`config.mk`:
```
export PLATFORM = sky130hd
export DESIGN_NAME = uart_rx_cfg
export DESIGN_NICKNAME = d
export VERILOG_FILES = /design/src/rtl/uart_rx_cfg.sv
export SDC_FILE = /design/constraint.sdc
export NUM_CORES = 1
export LEC_CHECK = 0
export ABC_AREA = 1
export BUFFER_PORTS_ARGS = -buffer_cell sky130_fd_sc_hd__buf_2
export CORE_ASPECT_RATIO = 0.75
export CORE_MARGIN = 2
export CORE_UTILIZATION = 50
export CTS_CLUSTER_SIZE = 16
export DETAILED_ROUTE_END_ITERATION = 10
export PLACE_DENSITY = 0.68
export SLEW_MARGIN = 20
export SYNTH_ARGS = -nofsm -noshare
export SYNTH_HDL_FRONTEND = slang
export SYNTH_SLANG_ARGS = --single-unit
```
`constraint.sdc`:
```
create_clock -name i_clk -period 3 [get_ports i_clk]
set_input_delay 0.15 -clock i_clk [delete_from_list [all_inputs] [get_ports i_clk]]
set_output_delay 0.15 -clock i_clk [all_outputs]
set_load 0.05 [all_outputs]
```
`src/rtl/uart_rx_cfg.sv`:
```
// Configurable UART receiver: 5-8 data bits, none/odd/even parity, 1-2 stop bits, mid-bit sampling.
// Strobe one clk after the final stop-bit centre (+2 clk synchroniser). No backpressure: consumer must take each strobe.
module uart_rx_cfg #(
   parameter int P_CLK_FREQ  = 50_000_000,
   parameter int P_BAUD      = 115200,
   parameter int P_DATA_BITS = 8,
   parameter int P_PARITY    = 0,
   parameter int P_STOP_BITS = 1
) (
   input  logic                   i_clk,
   input  logic                   i_rst,
   input  logic                   i_rx,
   output logic [P_DATA_BITS-1:0] o_rx_data,
   output logic                   o_rx_valid,
   output logic                   o_parity_err,
   output logic                   o_frame_err,
   output logic                   o_busy
);

   localparam int LP_CNT  = P_CLK_FREQ / P_BAUD;
   localparam int LP_HALF = LP_CNT >> 1;
   localparam int LP_CW   = $clog2(LP_CNT);

   localparam logic [2:0] S_IDLE   = 3'd0;
   localparam logic [2:0] S_START  = 3'd1;
   localparam logic [2:0] S_DATA   = 3'd2;
   localparam logic [2:0] S_PARITY = 3'd3;
   localparam logic [2:0] S_STOP   = 3'd4;

   logic                   r_sync1;
   logic                   r_sync2;
   logic                   r_sync_d;
   logic [2:0]             r_state;
   logic [LP_CW-1:0]       r_cnt;
   logic [3:0]             r_bit;
   logic [P_DATA_BITS-1:0] r_shift;
   logic                   r_perr;
   logic                   r_ferr;
   logic                   w_fall;
   logic                   w_half;
   logic                   w_full;

   // Edge detect runs continuously, so a line held low after a break never arms a new frame.
   assign w_fall = r_sync_d & ~r_sync2;
   assign w_half = (r_cnt == LP_CW'(LP_HALF - 1));
   assign w_full = (r_cnt == LP_CW'(LP_CNT - 1));
   assign o_busy = (r_state != S_IDLE);

   always_ff @(posedge i_clk or posedge i_rst) begin
      if (i_rst) begin
         r_sync1  <= 1'b1;
         r_sync2  <= 1'b1;
         r_sync_d <= 1'b1;
      end else begin
         r_sync1  <= i_rx;
         r_sync2  <= r_sync1;
         r_sync_d <= r_sync2;
      end
   end

   always_ff @(posedge i_clk or posedge i_rst) begin
      if (i_rst) begin
         r_state      <= S_IDLE;
         r_cnt        <= '0;
         r_bit        <= '0;
         r_shift      <= '0;
         r_perr       <= 1'b0;
         r_ferr       <= 1'b0;
         o_rx_data    <= '0;
         o_rx_valid   <= 1'b0;
         o_parity_err <= 1'b0;
         o_frame_err  <= 1'b0;
      end else begin
         o_rx_valid <= 1'b0;
         r_cnt      <= w_full ? '0 : r_cnt + LP_CW'(1);
         case (r_state)
            S_IDLE: begin
               r_cnt <= '0;
               if (w_fall) begin
                  r_state <= S_START;
                  r_bit   <= '0;
                  r_perr  <= 1'b0;
                  r_ferr  <= 1'b0;
               end
            end
            S_START: begin
               if (w_half) begin
                  r_cnt   <= '0;
                  r_state <= r_sync2 ? S_IDLE : S_DATA;
               end
            end
            S_DATA: begin
               if (w_full) begin
                  r_shift <= {r_sync2, r_shift[P_DATA_BITS-1:1]};
                  if (r_bit == 4'(P_DATA_BITS - 1)) begin
                     r_bit   <= '0;
                     r_state <= (P_PARITY != 0) ? S_PARITY : S_STOP;
                  end else begin
                     r_bit <= r_bit + 4'd1;
                  end
               end
            end
            S_PARITY: begin
               if (w_full) begin
                  r_perr  <= ((^r_shift) ^ r_sync2) != (P_PARITY == 1);
                  r_state <= S_STOP;
               end
            end
            S_STOP: begin
               if (w_full) begin
                  // Leave at the centre of the last stop bit so a back-to-back start edge is seen.
                  if (r_bit == 4'(P_STOP_BITS - 1)) begin
                     r_state      <= S_IDLE;
                     r_bit        <= '0;
                     o_rx_valid   <= 1'b1;
                     o_rx_data    <= r_shift;
                     o_parity_err <= r_perr;
                     o_frame_err  <= r_ferr | ~r_sync2;
                  end else begin
                     r_ferr <= r_ferr | ~r_sync2;
                     r_bit  <= r_bit + 4'd1;
                  end
               end
            end
            default: r_state <= S_IDLE;
         endcase
      end
   end

endmodule

```
==> results.py, run 1 <==
metrics = {
    "run_status": {
        "status": "completed",
    },
    "timing": {
        "rsz0062_at_grt": "false",
        "final.setup.tns_ps": 0,
        "fin_crit_ps": 1530,
        "skew_ps": 11.9,
        "maxSlewViolCount": 0,
        "fmax_mhz": 652,
        "setup_viol": 0,
        "hold_viol": 0,
        "min_period_over_period_pct": 51.1,
        "slew_headroom_pct": 67.0,
        "tightest_slew_ps": 495,
    },
    "synthesis": {
        "yosys_register_bits": 40,
        "synth_nets": 261,
        "synthMuxAreaShare_pct": 0,
        "synthSimpleGateAreaFrac_pct": 30.1,
        "synth_xor_area_share_pct": 2.88,
        "yosys-top-cells-area": "dfrtp_1 (43%), nand2_1 (13%), o21ai_2 (7.0%)",
        "syn_area_per_cell_um2": 8.42,
        "ys_seq_area_share_pct": 47.2,
        "syn_inst": 253,
        "synth_top_area_share_pct": 43.5,
        "synth_top_cell_by_area": "dfrtp_1",
        "synth_top_family_by_area": "simple AND/OR/NAND/NOR gates",
        "syn-cell-area_um2": 2130,
        "yosys.area_share.adder_pct": 2.94,
        "ys_warn_count": 0,
        "synth-compound-area-share_pct": 9.40,
        "synth.distinct_cells": 29,
    },
    "drt": {
        "drt_pass1_iterations": 4,
        "num_vias": 1566,
        "drc": 0,
        "ant_nets": 0,
        "routedWlPerCell_um": 11.0,
        "viasPerCell": 4.73,
        "drt_wl_total_mm": 3.64,
        "dr.first_iter.drc_count": 63,
    },
    "grt": {
        "track_usage_pct": 17.1,
        "first_global_vias": 1389,
        "grt_overflow": 0,
        "grt_max_degree": 41,
        "grt_pass1_wl_mm": 6.31,
        "antenna_found_initial": 0,
    },
    "floorplan": {
        "start_util_pct": 52.2,
        "die_x_um": 79.4,
        "dieHeight_um": 60.5,
        "core_area_um2": 4080,
        "die_area_um2": 4800,
        "ios": 15,
        "rows": 20,
    },
    "cells_and_area": {
        "syn_to_final_growth_pct": 10.6,
        "antenna_cells": 0,
        "layout_commonest_cell": "nand2_1",
        "fillers": 382,
        "final_cell_mix": "nand2_1 (76), dfrtp_1 (37), inv_1 (31)",
        "layout.nets": 283,
        "stdcell_count": 331,
        "drive_above_1_share_pct": 24.3,
    },
    "clock_tree": {
        "cts_buffer_depth": 2,
        "clock_latency_ps": 290,
        "cts_num_sinks": 40,
        "cts_root_buf": "clkbuf_8",
        "path_clk_slew_ps": 70,
        "cts_tree": "done",
        "cts_inserted_buffers": 5,
        "h-tree-depth": 2,
    },
    "critical_path": {
        "crit_type": "register to register",
        "r2r_slack_ps": 1470,
        "cp.arrival_ps": 1750,
        "worstReg2RegEnd": "r_cnt[8]$_DFF_PP0_",
        "reg2reg_depth": 8,
        "worstPathRequired_ps": 3220,
        "worstReg2RegStart": "r_cnt[0]$_DFF_PP0_",
        "start_kind": "register",
        "end_kind": "register",
        "path_max_fanout": 5,
    },
    "job": {
        "maxCapViolCount": 0,
    },
    "place": {
        "post-dp-hpwl_mm": 2.62,
        "port_buffers": 14,
        "place_congestion": 0.816,
        "placedCellCount": 321,
    },
    "hold_path": {
        "hp-start": "r_sync1$_DFF_PP1_",
        "hold_class": "register to register",
        "worstHoldEndpoint": "r_sync2$_DFF_PP1_",
        "hold_depth": 0,
    },
    "power": {
        "powerDensity_nw_per_um2": 636,
        "power.leakage_nw": 1.23,
        "power_mw": 1.50,
        "ir_worst_vdd_mv": 0.371,
    },
}
## worst max-delay path, stage by stage (launching register included)
cell,delay (ps)
dfrtp_1,420
ha_1,190
nand2_1,60
nor2_1,230
nand3_1,140
nor2_2,140
nand2_1,70
xor2_1,140
nor2_1,90
## how the worst max path moves through the flow
stage,start,to,slack (ps),cells past startpoint
floorplan,r_cnt[1]$_DFF_PP0_,o_parity_err$_DFFE_PP0P_,1590,10
global placement,r_cnt[0]$_DFF_PP0_,r_cnt[8]$_DFF_PP0_,1510,8
detailed placement,r_cnt[1]$_DFF_PP0_,o_parity_err$_DFFE_PP0P_,1490,10
CTS,r_cnt[1]$_DFF_PP0_,o_parity_err$_DFFE_PP0P_,1460,10
global route,r_cnt[0]$_DFF_PP0_,r_cnt[8]$_DFF_PP0_,1290,8
finish,r_cnt[0]$_DFF_PP0_,r_cnt[8]$_DFF_PP0_,1470,8
## sequential cells by signal (all words and copies together) (netlist names), 3 cells and up
signal,flops
r_state,3
o_rx_data,8
r_shift,8
r_bit,4
r_cnt,9
## synthesized netlist by cell type
cell     number
o21ai_2      17
nand2_4       3
inv_2         4
o31ai_1       1
nor3_2        1
inv_1        31
nand2_1      76
buf_6         2
a21oi_1       2
nor2_8        1
o21ai_1       3
dfstp_2       3
dfrtp_1      37
inv_4         1
o21ai_0       1
nor3_1        3
nand2_2       7
o21a_1        1
nor2_1       17
nand4_1       1
ha_1          5
nor2_2        6
nor2_4        1
nor3b_2       1
xor2_1        6
nand3_1      19
a31oi_1       1
or2_2         1
xnor2_1       1
## per-stage QoR
step                      utilization (%)  hold slack (ps)  cell area (um^2)  setup slack (ps)
after floorplan                         -              154              2130              1590
after global placement               55.2              255              2250              1510
after detailed placement             55.2              257              2250              1490
after CTS                            57.7              360              2350              1460
after global routing                 57.7              366              2350              1290
final                                57.7              360              2350              1470
## metal layers
metal	GRT usage [%]	vias up	wire length, um
met5	0	-	0
met1	25.3	712	1980
li1	-	832	-
met2	25.5	18	1520
met4	3.69	0	27
met3	4.46	4	112
## kinds of logic (layout without fill, tap and decap cells)
family          Yosys count  count (layout)
fa+ha+maj                 5               5
simple gates            137             137
buf+inv                  38              61
compound gates           26              26
flops                    40              40
xor+xnor                  7               7
## power by group
group / internal (mW) / total [mW] / leakage (nW) / switching, mW
registers: 0.598 / 0.654 / 0.538 / 0.0553
clock network: 0.163 / 0.341 / 0.0422 / 0.178
logic: 0.159 / 0.503 / 0.650 / 0.344
## layout make-up
cell class                      count  area [um^2]  area share (%)
Sequential cell                    40         1000            42.7
Multi-Input combinational cell    175          965            41.0
Inverter                           36          138            5.84
Timing Repair Buffer               17         97.6            4.14
Clock buffer                        7         76.3            3.24
Tap cell                           55         68.8            2.92
Clock inverter                      1         5.00           0.213
## timing repair
item,4_1_cts,5_1_grt
gates resized for setup,0,0
hold endpoints to repair,35,0
endpoints found under the setup margin,0,0
setup buffers,0,0
hold buffers,2,0
Note: power is estimated with default switching activity, not from simulation.
==> run 2, diff against run 1 <==
- ABC_AREA: 1 -> 0
- PLACE_DENSITY: 0.68 -> 0.71
- clock period: 3 -> 1.4 ns (I/O delays scaled with it)
==> results.py, run 2 <==
metrics = {
    "run_status": {
        "status": "finished with violations",
        "violations": "setup timing",
    },
    "synthesis": {
        "synthArstFlopShare_pct": 100,
        "synth_top_cell_by_area": "dfrtp_1",
        "synth.top_cells.by_count": "dfrtp_1 (37), nor2_1 (18), mux2_2 (17)",
        "synth.distinct_cells": 38,
        "ys_warn_count": 0,
        "synth_top_area_share_pct": 48.1,
        "yosys-top-cells-area": "dfrtp_1 (48%), mux2_2 (9.9%), dfstp_2 (4.1%)",
        "synth-edff-count": 0,
        "syn_inst": 172,
        "yosys_register_bits": 40,
        "yosysMostFrequentCell": "dfrtp_1",
        "ys_seq_area_share_pct": 52.2,
        "syn-cell-area_um2": 1920,
        "synthFlopType": "dfrtp_1",
        "syn_area_per_cell_um2": 11.2,
        "synth_nets": 180,
    },
    "clock_tree": {
        "h-tree-depth": 2,
        "cts_num_sinks": 40,
        "path_clk_slew_ps": 70,
        "clock_latency_ps": 300,
        "cts_inserted_buffers": 5,
        "cts_buffer_depth": 2,
        "cts_tree": "done",
        "cts_root_buf": "clkbuf_8",
    },
    "critical_path": {
        "start_kind": "register",
        "path_max_fanout": 8,
        "cp.arrival_ps": 2370,
        "cp_num_buf_inv": 2,
        "crit_type": "register to register",
        "crit_family": "simple AND/OR/NAND/NOR gates",
        "worstPathRequired_ps": 1590,
        "end_kind": "register",
        "slowest_delay_ps": 450,
        "crit_chain": "inv_2 > ha_4 > or4b_4 > or2_4 > nor3b_4 > buf_12 > mux2_4",
        "crit_slowest_cell": "or4b_4",
    },
    "job": {
        "maxCapViolCount": 0,
    },
    "floorplan": {
        "ios": 15,
        "start_util_pct": 52.2,
        "dieHeight_um": 57.7,
        "rows": 19,
        "core_area_um2": 3680,
        "die_x_um": 75.6,
        "die_area_um2": 4370,
    },
    "timing": {
        "fmax_mhz": 457,
        "final.setup.tns_ps": -23830,
        "hold_viol": 0,
        "tightest_slew_ps": 482,
        "skew_ps": 3.27,
        "layout_setup_ws_ps": -789,
        "maxSlewViolCount": 0,
        "fin_crit_ps": 2190,
        "setup_viol": 38,
        "min_period_over_period_pct": 156,
        "whs_ps": 370,
        "slew_headroom_pct": 67.9,
        "rsz0062_at_grt": "true",
    },
    "power": {
        "power_switching_mw": 0.892,
        "ir_worst_vdd_mv": 1.16,
        "switching_share_pct": 28.2,
        "combinationalPowerShare_pct": 28.8,
        "powerDensity_nw_per_um2": 1130,
        "seq_power_share_pct": 41.5,
        "p_int_mw": 2.27,
        "power.leakage_nw": 1.31,
        "power_mw": 3.16,
        "clock_power_share_pct": 29.7,
    },
    "place": {
        "place_congestion": 0.888,
        "place_ws_ps": -736,
        "port_buffers": 14,
        "post-dp-hpwl_mm": 2.82,
    },
    "grt": {
        "antenna_found_initial": 0,
        "first_global_vias": 1631,
        "grt_pass1_wl_mm": 7.39,
        "grt_max_degree": 41,
        "grt_overflow": 0,
        "track_usage_pct": 22.7,
    },
    "drt": {
        "num_vias": 1553,
        "dr.first_iter.drc_count": 124,
        "met2RoutedLength_mm": 2.26,
        "drc": 0,
        "routedWlPerCell_um": 15.9,
        "drt_wl_total_mm": 4.63,
        "drt_pass1_iterations": 4,
        "ant_nets": 0,
        "wl_met1_mm": 2.13,
        "top_layer_used": "met4",
        "viasPerCell": 5.34,
        "wl_met3_um": 152,
    },
    "cells_and_area": {
        "reg.largest.list": "r_cnt (9), o_rx_data (8), r_shift (8)",
        "layout_commonest_cell": "dfrtp_1",
        "layout.nets": 246,
        "drive_above_1_share_pct": 50.2,
        "largest_register_ff_count": 9,
        "top_register": "r_cnt",
        "syn_to_final_growth_pct": 45.1,
        "final_cell_mix": "dfrtp_1 (36), buf_4 (34), mux2_4 (17)",
        "fin_util_pct": 75.8,
        "antenna_cells": 0,
    },
    "hold_path": {
        "hold_class": "register to register",
    },
}
-- run 2: cell types whose count changed in the layout (fill, tap and decap cells not counted), moves of 8 or more --
cell / change
buf_4: +33
buf_6: +11
inv_1: -24
mux2_4: +17
nand2_1: -66
nand3_1: -10
nor2_1: -8
o21ai_2: -17
xnor2_1: +8
-- run 2: power by group through the flow --
stage                     Combinational (mW)  Sequential, mW  Clock (mW)
after floorplan                        0.286            1.34           0
after global placement                 0.536            1.31           0
after detailed placement               0.558            1.32           0
after CTS                              0.740            1.30       0.943
after global routing                   0.996            1.32       0.993
final                                  0.911            1.31       0.939
-- run 2: layer usage --
layer / vias to the layer above / GRT usage [%]
met3: 9 / 4.87
met1: 778 / 29.8
li1: 729 / -
met4: 0 / 8.52
met5: - / 0
met2: 37 / 37.1
-- run 2: final timing paths --
check                      slack [ps]                      to                from  cells past startpoint
hold / removal                    370       r_sync2$_DFF_PP1_   r_sync1$_DFF_PP1_                      0
min in group asynchronous         430      r_cnt[1]$_DFF_PP0_               i_rst                      4
max in group asynchronous         610  r_state[0]$_DFFE_PP0P_               i_rst                      4
setup / recovery                 -790  r_shift[6]$_DFFE_PP0P_  r_cnt[1]$_DFF_PP0_                      7
setup reg to reg                 -790  r_shift[6]$_DFFE_PP0P_  r_cnt[1]$_DFF_PP0_                      7
hold reg to reg                   370       r_sync2$_DFF_PP1_   r_sync1$_DFF_PP1_                      0
-- run 2: cell families (layout without fill, tap and decap cells) --
kind of cell / after synthesis / after routing / share of synthesized area [%]
AOI/OAI and AO/OA: 19 / 20 / 6.18
xor gates and xnor gates: 15 / 15 / 6.83
adders and majority gates: 5 / 5 / 3.25
buffers and inverters: 13 / 79 / 2.93
DFF: 40 / 40 / 52.2
muxes: 17 / 17 / 9.95
and+or+nand+nor: 63 / 63 / 18.7
-- run 2: area by class of cell --
cell class                 instances  area, um^2
multi-input combinational        120        1060
sequential                        40        1010
fill                             229         893
timing repair buffer              63         519
clock buffer                       6        72.6
tap                               52        65.1
clock inverter                     2        35.0
inverter                           8        30.0
-- run 2: worst register-to-register path: cells and delay by family, from the launching register on --
| kind | cells | cell delay [ps] |
|---|---|---|
| and+or+nand+nor | 3 | 990 |
| DFF | 1 | 400 |
| muxes | 1 | 300 |
| buffers and inverters | 2 | 260 |
| adders and majority gates | 1 | 120 |
-- run 2: repair_timing --
action / in CTS / in global routing
cloned: 0 / 1
pin swaps: 5 / 15
gates resized for setup: 32 / 30
endpoints found under the hold margin: 38 / 0
hold buffers: 2 / 0
setup endpoints to repair: 38 / 38
buffers inserted: 14 / 4
-- run 2: stage by stage --
| stage | cells | instance area [um^2] |
|---|---|---|
| after floorplan | 172 | 1960 |
| after global placement | 264 | 2330 |
| after detailed placement | 264 | 2330 |
| after CTS | 288 | 2670 |
| after global routing | 291 | 2790 |
| final | 291 | 2790 |
==> run 3, diff against run 2 <==
- PLACE_DENSITY: 0.71 -> 0.68
- clock period: 1.4 -> 2.7 ns (I/O delays scaled with it)
==> results.py, run 3 (synthesized netlist as in run 2, its figures left out) <==
metrics = {
    "run_status": {
        "status": "completed",
    },
    "clock_tree": {
        "cts_setup_buffers": 0,
        "cts_root_buf": "clkbuf_8",
        "cts_tree": "done",
        "hold_buffers": 2,
        "cts_resized": 0,
        "clock_latency_ps": 290,
        "cts_num_sinks": 40,
        "path_clk_slew_ps": 70,
        "cts_buffer_depth": 2,
        "h-tree-depth": 2,
        "cts_inserted_buffers": 5,
    },
    "place": {
        "place_congestion": 0.837,
        "placedCellCount": 235,
        "post-dp-hpwl_mm": 2.35,
        "port_buffers": 14,
    },
    "cells_and_area": {
        "layout.nets": 200,
        "fillers": 312,
        "reg.largest.list": "r_cnt (9), o_rx_data (8), r_shift (8)",
        "layout_commonest_cell": "dfrtp_1",
        "final_cell_mix": "dfrtp_1 (37), nor2_1 (18), mux2_2 (17)",
        "drive_above_1_share_pct": 27.5,
        "largest_register_ff_count": 9,
        "antenna_cells": 0,
        "top_register": "r_cnt",
        "syn_to_final_growth_pct": 13.1,
        "stdcell_count": 245,
    },
    "critical_path": {
        "path_max_fanout": 8,
        "slowest_delay_ps": 480,
        "worstReg2RegStart": "r_cnt[1]$_DFF_PP0_",
        "end_kind": "register",
        "crit_slowest_cell": "or4b_4",
        "worstPathRequired_ps": 2880,
        "startpoint": "r_cnt[1]$_DFF_PP0_",
        "cp_num_buf_inv": 1,
        "crit_family": "simple AND/OR/NAND/NOR gates",
        "cp.arrival_ps": 2520,
        "crit_chain": "inv_1 > ha_1 > or4b_4 > or2_4 > nor3b_4 > mux2_2",
        "start_kind": "register",
        "crit_type": "register to register",
    },
    "floorplan": {
        "rows": 19,
        "core_area_um2": 3680,
        "die_x_um": 75.6,
        "die_area_um2": 4370,
        "ios": 15,
        "start_util_pct": 52.2,
        "dieHeight_um": 57.7,
    },
    "job": {
        "maxCapViolCount": 0,
    },
    "drt": {
        "wl_met3_um": 136,
        "viasPerCell": 5.33,
        "wl_met1_mm": 1.64,
        "drc": 0,
        "top_layer_used": "met4",
        "num_vias": 1306,
        "dr.first_iter.drc_count": 85,
        "drt_wl_total_mm": 3.27,
        "ant_nets": 0,
        "met2RoutedLength_mm": 1.43,
        "routedWlPerCell_um": 13.3,
        "drt_pass1_iterations": 6,
    },
    "power": {
        "powerDensity_nw_per_um2": 622,
        "power.leakage_nw": 1.04,
        "ir_worst_vdd_mv": 0.553,
    },
    "timing": {
        "rsz0062_at_grt": "false",
        "fmax_mhz": 427,
        "hold_viol": 0,
        "setup_viol": 0,
        "final.setup.tns_ps": 0,
        "slew_headroom_pct": 66.1,
        "fin_crit_ps": 2340,
        "maxSlewViolCount": 0,
        "skew_ps": 2.90,
        "min_period_over_period_pct": 86.7,
        "tightest_slew_ps": 507,
    },
    "grt": {
        "track_usage_pct": 18.0,
        "grt_pass1_wl_mm": 5.82,
        "antenna_found_initial": 0,
        "first_global_vias": 1305,
        "grt_overflow": 0,
        "grt_max_degree": 41,
    },
    "hold_path": {
        "hp-start": "r_sync1$_DFF_PP1_",
        "hold_class": "register to register",
    },
}
-- run 3: power by group --
part	switching (mW)	internal, mW	total (mW)
sequential	0.0611	0.641	0.702
clock	0.206	0.274	0.480
combinational	0.0959	0.0757	0.172
total	0.363	0.991	1.35
-- run 3: metal layers --
metal / vias to the layer above / GRT usage [%]
met5: - / 0
met3: 7 / 5.39
li1: 632 / -
met2: 29 / 25.7
met4: 0 / 8.27
met1: 638 / 25.1
-- run 3: area by class of cell --
class | instances | area (um^2) | share of cell area (%)
Multi-Input combinational cell | 119 | 863 | 39.7
Clock inverter | 2 | 35.0 | 1.61
Inverter | 8 | 30.0 | 1.38
Timing Repair Buffer | 18 | 105 | 4.83
Tap cell | 52 | 65.1 | 2.99
Clock buffer | 6 | 72.6 | 3.34
Sequential cell | 40 | 1000 | 46.2
-- run 3: final timing paths --
check                                          to  slack, ps  depth (start not counted)
setup / recovery           r_shift[5]$_DFFE_PP0P_        360                          6
hold / removal                  r_sync2$_DFF_PP1_        360                          0
setup reg to reg           r_shift[5]$_DFFE_PP0P_        360                          6
hold reg to reg                 r_sync2$_DFF_PP1_        360                          0
max in group asynchronous      r_sync_d$_DFF_PP1_       1840                          4
min in group asynchronous      r_cnt[0]$_DFF_PP0_        510                          4
-- run 3: metrics by stage --
stage | hold slack (ps) | worst slack, ps | util, % | power, mW | area, um^2
3_3_place_gp | 242 | 439 | 55.6 | 0.871 | 2050
2_1_floorplan | 139 | 516 | - | 0.838 | 1920
3_5_place_dp | 249 | 354 | 55.6 | 0.882 | 2050
4_1_cts | 358 | 347 | 59.0 | 1.36 | 2180
5_1_grt | 367 | 260 | 59.0 | 1.43 | 2180
6_report | 358 | 360 | 59.0 | 1.35 | 2180
